`src/rtl/present_round_engine.sv`:
```
// present_round_engine: iterative PRESENT encryption core, one round per clock,
// with an on-the-fly key schedule and valid/ready handshakes on both sides.
// Ports:
//   clk, rst_n            rising-edge clock, asynchronous active-low reset
//   in_valid/in_ready/pt/key    block input handshake (pt 64b, key 80b or 128b)
//   out_valid/out_ready/ct      ciphertext output handshake (ct 64b)
//   busy                        high while rounds are running
// Optional feature: define PRESENT_KEY128_EN for a 128-bit key and key schedule.
// Latency: NROUNDS edges from accept to out_valid; ct held until out_ready.

module present_sbox (
  input  logic [3:0] x_i,
  output logic [3:0] y_o
);
  always_comb begin
    y_o = 4'h0;
    case (x_i)
      4'h0: y_o = 4'hC;
      4'h1: y_o = 4'h5;
      4'h2: y_o = 4'h6;
      4'h3: y_o = 4'hB;
      4'h4: y_o = 4'h9;
      4'h5: y_o = 4'h0;
      4'h6: y_o = 4'hA;
      4'h7: y_o = 4'hD;
      4'h8: y_o = 4'h3;
      4'h9: y_o = 4'hE;
      4'hA: y_o = 4'hF;
      4'hB: y_o = 4'h8;
      4'hC: y_o = 4'h4;
      4'hD: y_o = 4'h7;
      4'hE: y_o = 4'h1;
      default: y_o = 4'h2;
    endcase
  end
endmodule

module present_round_engine #(
  parameter int unsigned NROUNDS = 31
) (
  input  logic         clk,
  input  logic         rst_n,
  input  logic         in_valid,
  output logic         in_ready,
  input  logic [63:0]  pt,
`ifdef PRESENT_KEY128_EN
  input  logic [127:0] key,
`else
  input  logic [79:0]  key,
`endif
  output logic         out_valid,
  input  logic         out_ready,
  output logic [63:0]  ct,
  output logic         busy
);
  localparam int KW = $bits(key);
  localparam logic [4:0] LAST_RC = 5'(NROUNDS);

  typedef enum logic [1:0] {IDLE, RUN, DONE} st_t;

  st_t          st_q, st_d;
  logic [63:0]  state_q, state_d;
  logic [KW-1:0] key_q, key_d;
  logic [4:0]   rc_q, rc_d;
  logic [63:0]  ct_q, ct_d;

  // Round datapath: addRoundKey -> sbox layer -> pLayer
  logic [63:0] rk, sb_in, sb_out, p_out;
  assign rk    = key_q[KW-1:KW-64];
  assign sb_in = state_q ^ rk;

  for (genvar j = 0; j < 16; j++) begin : g_sbox
    present_sbox u_sbox (.x_i(sb_in[4*j+3:4*j]), .y_o(sb_out[4*j+3:4*j]));
  end

  always_comb begin
    p_out = '0;
    for (int i = 0; i < 63; i++) p_out[(16*i) % 63] = sb_out[i];
    p_out[63] = sb_out[63];
  end

  // Key schedule: rotate left by 61, sbox the top nibble(s), fold in rc
  logic [KW-1:0] rot, ks;
  logic [3:0]    ks_sb_hi;
  assign rot = {key_q[KW-62:0], key_q[KW-1:KW-61]};

  present_sbox u_ks_sbox_hi (.x_i(rot[KW-1:KW-4]), .y_o(ks_sb_hi));

`ifdef PRESENT_KEY128_EN
  logic [3:0] ks_sb_lo;
  present_sbox u_ks_sbox_lo (.x_i(rot[123:120]), .y_o(ks_sb_lo));

  always_comb begin
    ks           = rot;
    ks[127:124]  = ks_sb_hi;
    ks[123:120]  = ks_sb_lo;
    ks[66:62]    = rot[66:62] ^ rc_q;
  end
`else
  always_comb begin
    ks         = rot;
    ks[79:76]  = ks_sb_hi;
    ks[19:15]  = rot[19:15] ^ rc_q;
  end
`endif

  always_comb begin
    st_d    = st_q;
    state_d = state_q;
    key_d   = key_q;
    rc_d    = rc_q;
    ct_d    = ct_q;
    case (st_q)
      IDLE: begin
        if (in_valid) begin
          state_d = pt;
          key_d   = key;
          rc_d    = 5'd1;
          st_d    = RUN;
        end
      end
      RUN: begin
        state_d = p_out;
        key_d   = ks;
        rc_d    = rc_q + 5'd1;
        if (rc_q == LAST_RC) begin
          // Final whitening key is the schedule output of the last round
          ct_d = p_out ^ ks[KW-1:KW-64];
          st_d = DONE;
        end
      end
      DONE: begin
        if (out_ready) st_d = IDLE;
      end
      default: st_d = IDLE;
    endcase
  end

  always_ff @(posedge clk or negedge rst_n) begin
    if (!rst_n) begin
      st_q    <= IDLE;
      state_q <= '0;
      key_q   <= '0;
      rc_q    <= '0;
      ct_q    <= '0;
    end else begin
      st_q    <= st_d;
      state_q <= state_d;
      key_q   <= key_d;
      rc_q    <= rc_d;
      ct_q    <= ct_d;
    end
  end

  assign in_ready  = (st_q == IDLE);
  assign out_valid = (st_q == DONE);
  assign busy      = (st_q == RUN);
  assign ct        = ct_q;

endmodule
```
`config.mk`:
```
export PLATFORM = sky130hd
export DESIGN_NAME = present_round_engine
export DESIGN_NICKNAME = d
export VERILOG_FILES = /design/src/rtl/present_round_engine.sv
export SDC_FILE = /design/constraint.sdc
export NUM_CORES = 1
export LEC_CHECK = 0
export BUFFER_PORTS_ARGS = -buffer_cell sky130_fd_sc_hd__clkbuf_2
export CAP_MARGIN = 20
export CORE_UTILIZATION = 35
export DETAILED_ROUTE_END_ITERATION = 12
export SYNTH_ARGS = -nofsm -noshare
export SYNTH_HDL_FRONTEND = slang
export SYNTH_HIERARCHICAL = 1
export SYNTH_SLANG_ARGS = --single-unit
export TNS_END_PERCENT = 30
```
`constraint.sdc`:
```
create_clock -name clk -period 2.3 [get_ports clk]
set_clock_uncertainty 0.2 [all_clocks]
set_input_delay 0.46 -clock clk [delete_from_list [all_inputs] [get_ports clk]]
set_output_delay 0.46 -clock clk [all_outputs]
set_load 0.02 [all_outputs]
```
==> flow_summary_export.csv <==
group,metric,value,unit
outcome,status,"completed",
global_route,grt_overflow,0,
synthesis,synth.top_cell.area_share,39.8,%
synthesis,synth.cell_area,13500,sq um
setup_path,worstPathMaxFanout,7,
synthesis,ys_seq_area_share,39.8,%
finish,final_util,45.4,%
global_route,met2_usage,40.0,%
clock_tree,clock_sinks,215,
synthesis,synth_seq_cells,215,
finish,drive_gt1_share,30.0,%
clock_tree,clkTransAtPathRegs,0.06,ns
setup_path,slowest_stage,"dfrtp_2",
sta,relSlewSlack,53.1,%
synthesis,synth_most_common_cell,"dfrtp_1",
synthesis,ys_top_cells_by_area,"dfrtp_1 (40%), ha_1 (8.1%), o22ai_1 (6.8%), mux4_2 (5.7%), xnor2_1 (5.2%)",
clock_tree,clk_latency,0.56,ns
floorplanning,initial_utilization,35.7,%
floorplanning,fp.dieH,199,um
clock_tree,cts-root-buf,"clkbuf_16",
sta,worstMarginPinSlew,0.702,ns
drt,drc,0,
place,gp_congestion,0.896,
clock_tree,htreeDepth,1,
drt,vias,12000,
floorplanning,coreArea,37800,sq um
synthesis,async_reset_ff_share,100,%
floorplanning,rows,71,
synthesis,syn_inst,1335,
floorplanning,pin_count,215,
setup_path,path_cells,"buf_4 > buf_4 > nor2_1 > clkbuf_2",
global_route,met3_usage,3.20,%
global_route,grt_usage,25.8,%
sta,drv_slew,0,
drt,postRouteAntennaNets,0,
setup_path,critPathKind,"flop to output port",
sta,post-route-min-period,2.26,ns
global_route,grtUsageMet1,36.9,%
setup_path,path_buf_inv,3,
drt,wire_per_inst,23.4,um
clock_tree,cts_tree,"yes",
drt,drtPass1Iterations,5,
finish,nNetsFinal,1891,
synthesis,synth-edff-count,0,
min_path,hold_path.class,"primary input to flop",
global_route,grt_max_degree,89,
setup_path,critPathTopFamily,"buffers and inverters",
setup_path,crit_top_cell,"buf_4",
floorplanning,die_area,39400,sq um
place,place_hpwl,37.9,mm
synthesis,yosysTopAreaCell,"dfrtp_1",
drt,drt_wl_total,51.1,mm
synthesis,avgSynthCellArea,10.1,sq um
drt,drt_iter0_drc,884,
sta,fin_crit_sh,98.1,%
setup_path,critPathMaxStageDelay,0.41,ns
synthesis,yosysWarnings,6,
sta,rsz0062_at_grt,"true",
sta,finalHoldViolCount,0,
run,maxCapViolations,0,
floorplanning,fp.dieW,199,um
synthesis,ys_dominant_reg_cell,"dfrtp_1",
clock_tree,clk_path_buf_depth,3,
synthesis,synth_common_cells,"dfrtp_1 (215), o22ai_1 (146), nand2_1 (139)",
global_route,grt_pass1_vias,11500,
place,portBuffers,214,
setup_path,required,1.64,ns
setup_path,cp.arrival,1.60,ns
synthesis,syn_nets,1570,
clock_tree,cts_made_buffers,26,
global_route,grt_pass1_wl,74.9,mm
sta,clock.fmax,443,MHz
setup_path,end_kind,"output port",
drt,viasPerCell,5.47,
finish,diodes,0,
global_route,antenna_found_initial,0,
finish,areaGrowthSynthToFinish,27.0,%
sta,setup_viol_count_final,0,
setup_path,cp-start-kind,"flop",
global_route,top_usage_layer,"met2",
synthesis,ys_types,40,
layout by cell type (no fill, tap or decap), types with 4 or more instances in the layout:
| cell type | count |
|---|---|
| buf_12 | 14 |
| clkbuf_1 | 6 |
| o21bai_1 | 17 |
| inv_1 | 52 |
| o22ai_1 | 146 |
| xnor2_2 | 4 |
| clkinv_2 | 4 |
| xnor2_1 | 77 |
| a22oi_1 | 65 |
| o2bb2ai_1 | 16 |
| mux4_2 | 34 |
| clkbuf_16 | 27 |
| nor3b_1 | 18 |
| xor2_1 | 60 |
| bufinv_16 | 4 |
| a21oi_2 | 30 |
| mux2i_1 | 17 |
| and2_1 | 5 |
| a21oi_1 | 45 |
| buf_4 | 146 |
| a31oi_1 | 5 |
| xor2_2 | 9 |
| ha_1 | 87 |
| o21a_1 | 17 |
| nand2_1 | 139 |
| o21ai_1 | 45 |
| dlygate4sd3_1 | 22 |
| dfrtp_1 | 212 |
| clkbuf_2 | 212 |
| o21ai_0 | 108 |
area by class of cell:
cell class,instances,area [sq um]
clock buffer,36,739
clock inverter,10,155
fill,3733,20700
inverter,55,209
multi-input combinational,961,7350
sequential,215,5380
tap,511,639
timing repair buffer,397,2690
repair_timing:
item | in CTS | in global routing
hold endpoints to repair | 133 | 0
gates resized for setup | 0 | 17
endpoints found under the setup margin | 1 | 17
pin swaps | 0 | 0
hold buffers | 22 | 0
buffers inserted | 2 | 1
worst paths after layout:
path | startpoint | endpoint | slack (ns) | cells past startpoint
max in group asynchronous | rst_n | ct[13] | 1.06 | 3
setup reg to reg | state_q[29] | ct[39] | 0.07 | 6
hold / removal | pt[62] | state_q[62] | 0.01 | 3
setup / recovery | st_q[0] | out_valid | 0.04 | 4
hold reg to reg | ct[18] | ct[18] | 0.27 | 2
min in group asynchronous | rst_n | ct[31] | 0.21 | 2
sequential cells by signal (all words and copies together), names as in the netlist:
signal   cells
key_q       80
rc_q         5
st_q         2
state_q     64
ct          64
stage by stage:
step	instance area [sq um]	setup slack, ns	hold WS [ns]	setup TNS, ns	instances
floorplan	13500	0.0738	-0.0356	0	1335
global placement	15900	0.0729	0.192	0	2114
finish	17200	0.0443	0.0103	0	2185
detailed placement	15900	0.0279	0.194	0	2114
global route	17200	-0.00811	0.00831	-0.0278	2185
CTS	17000	0.0154	0.000255	0	2184
worst register-to-register path, cell delays in order (launching register included):
cell     delay, ns
dfrtp_1       0.41
xor2_1        0.19
inv_1         0.11
ha_1          0.34
mux4_2        0.53
xnor2_1       0.20
o21ai_0       0.10
metal layers:
metal	vias to the layer above	wire length, um
li1	5454	-
met1	5928	22800
met2	500	23000
met3	74	3370
met4	0	1910
met5	-	0
cells by family after synthesis:
logic type / Yosys count / synth area share, %
AOI/OAI and AO/OA: 500 / 23.3
xor gates and xnor gates: 150 / 9.72
muxes: 51 / 6.93
DFF: 215 / 39.8
adders and majority gates: 87 / 8.05
and+or+nand+nor: 173 / 5.62
buffers and inverters: 159 / 6.61
Power is not shown: default switching activity piles up to over one toggle a cycle in this logic, so the estimate is an artifact.
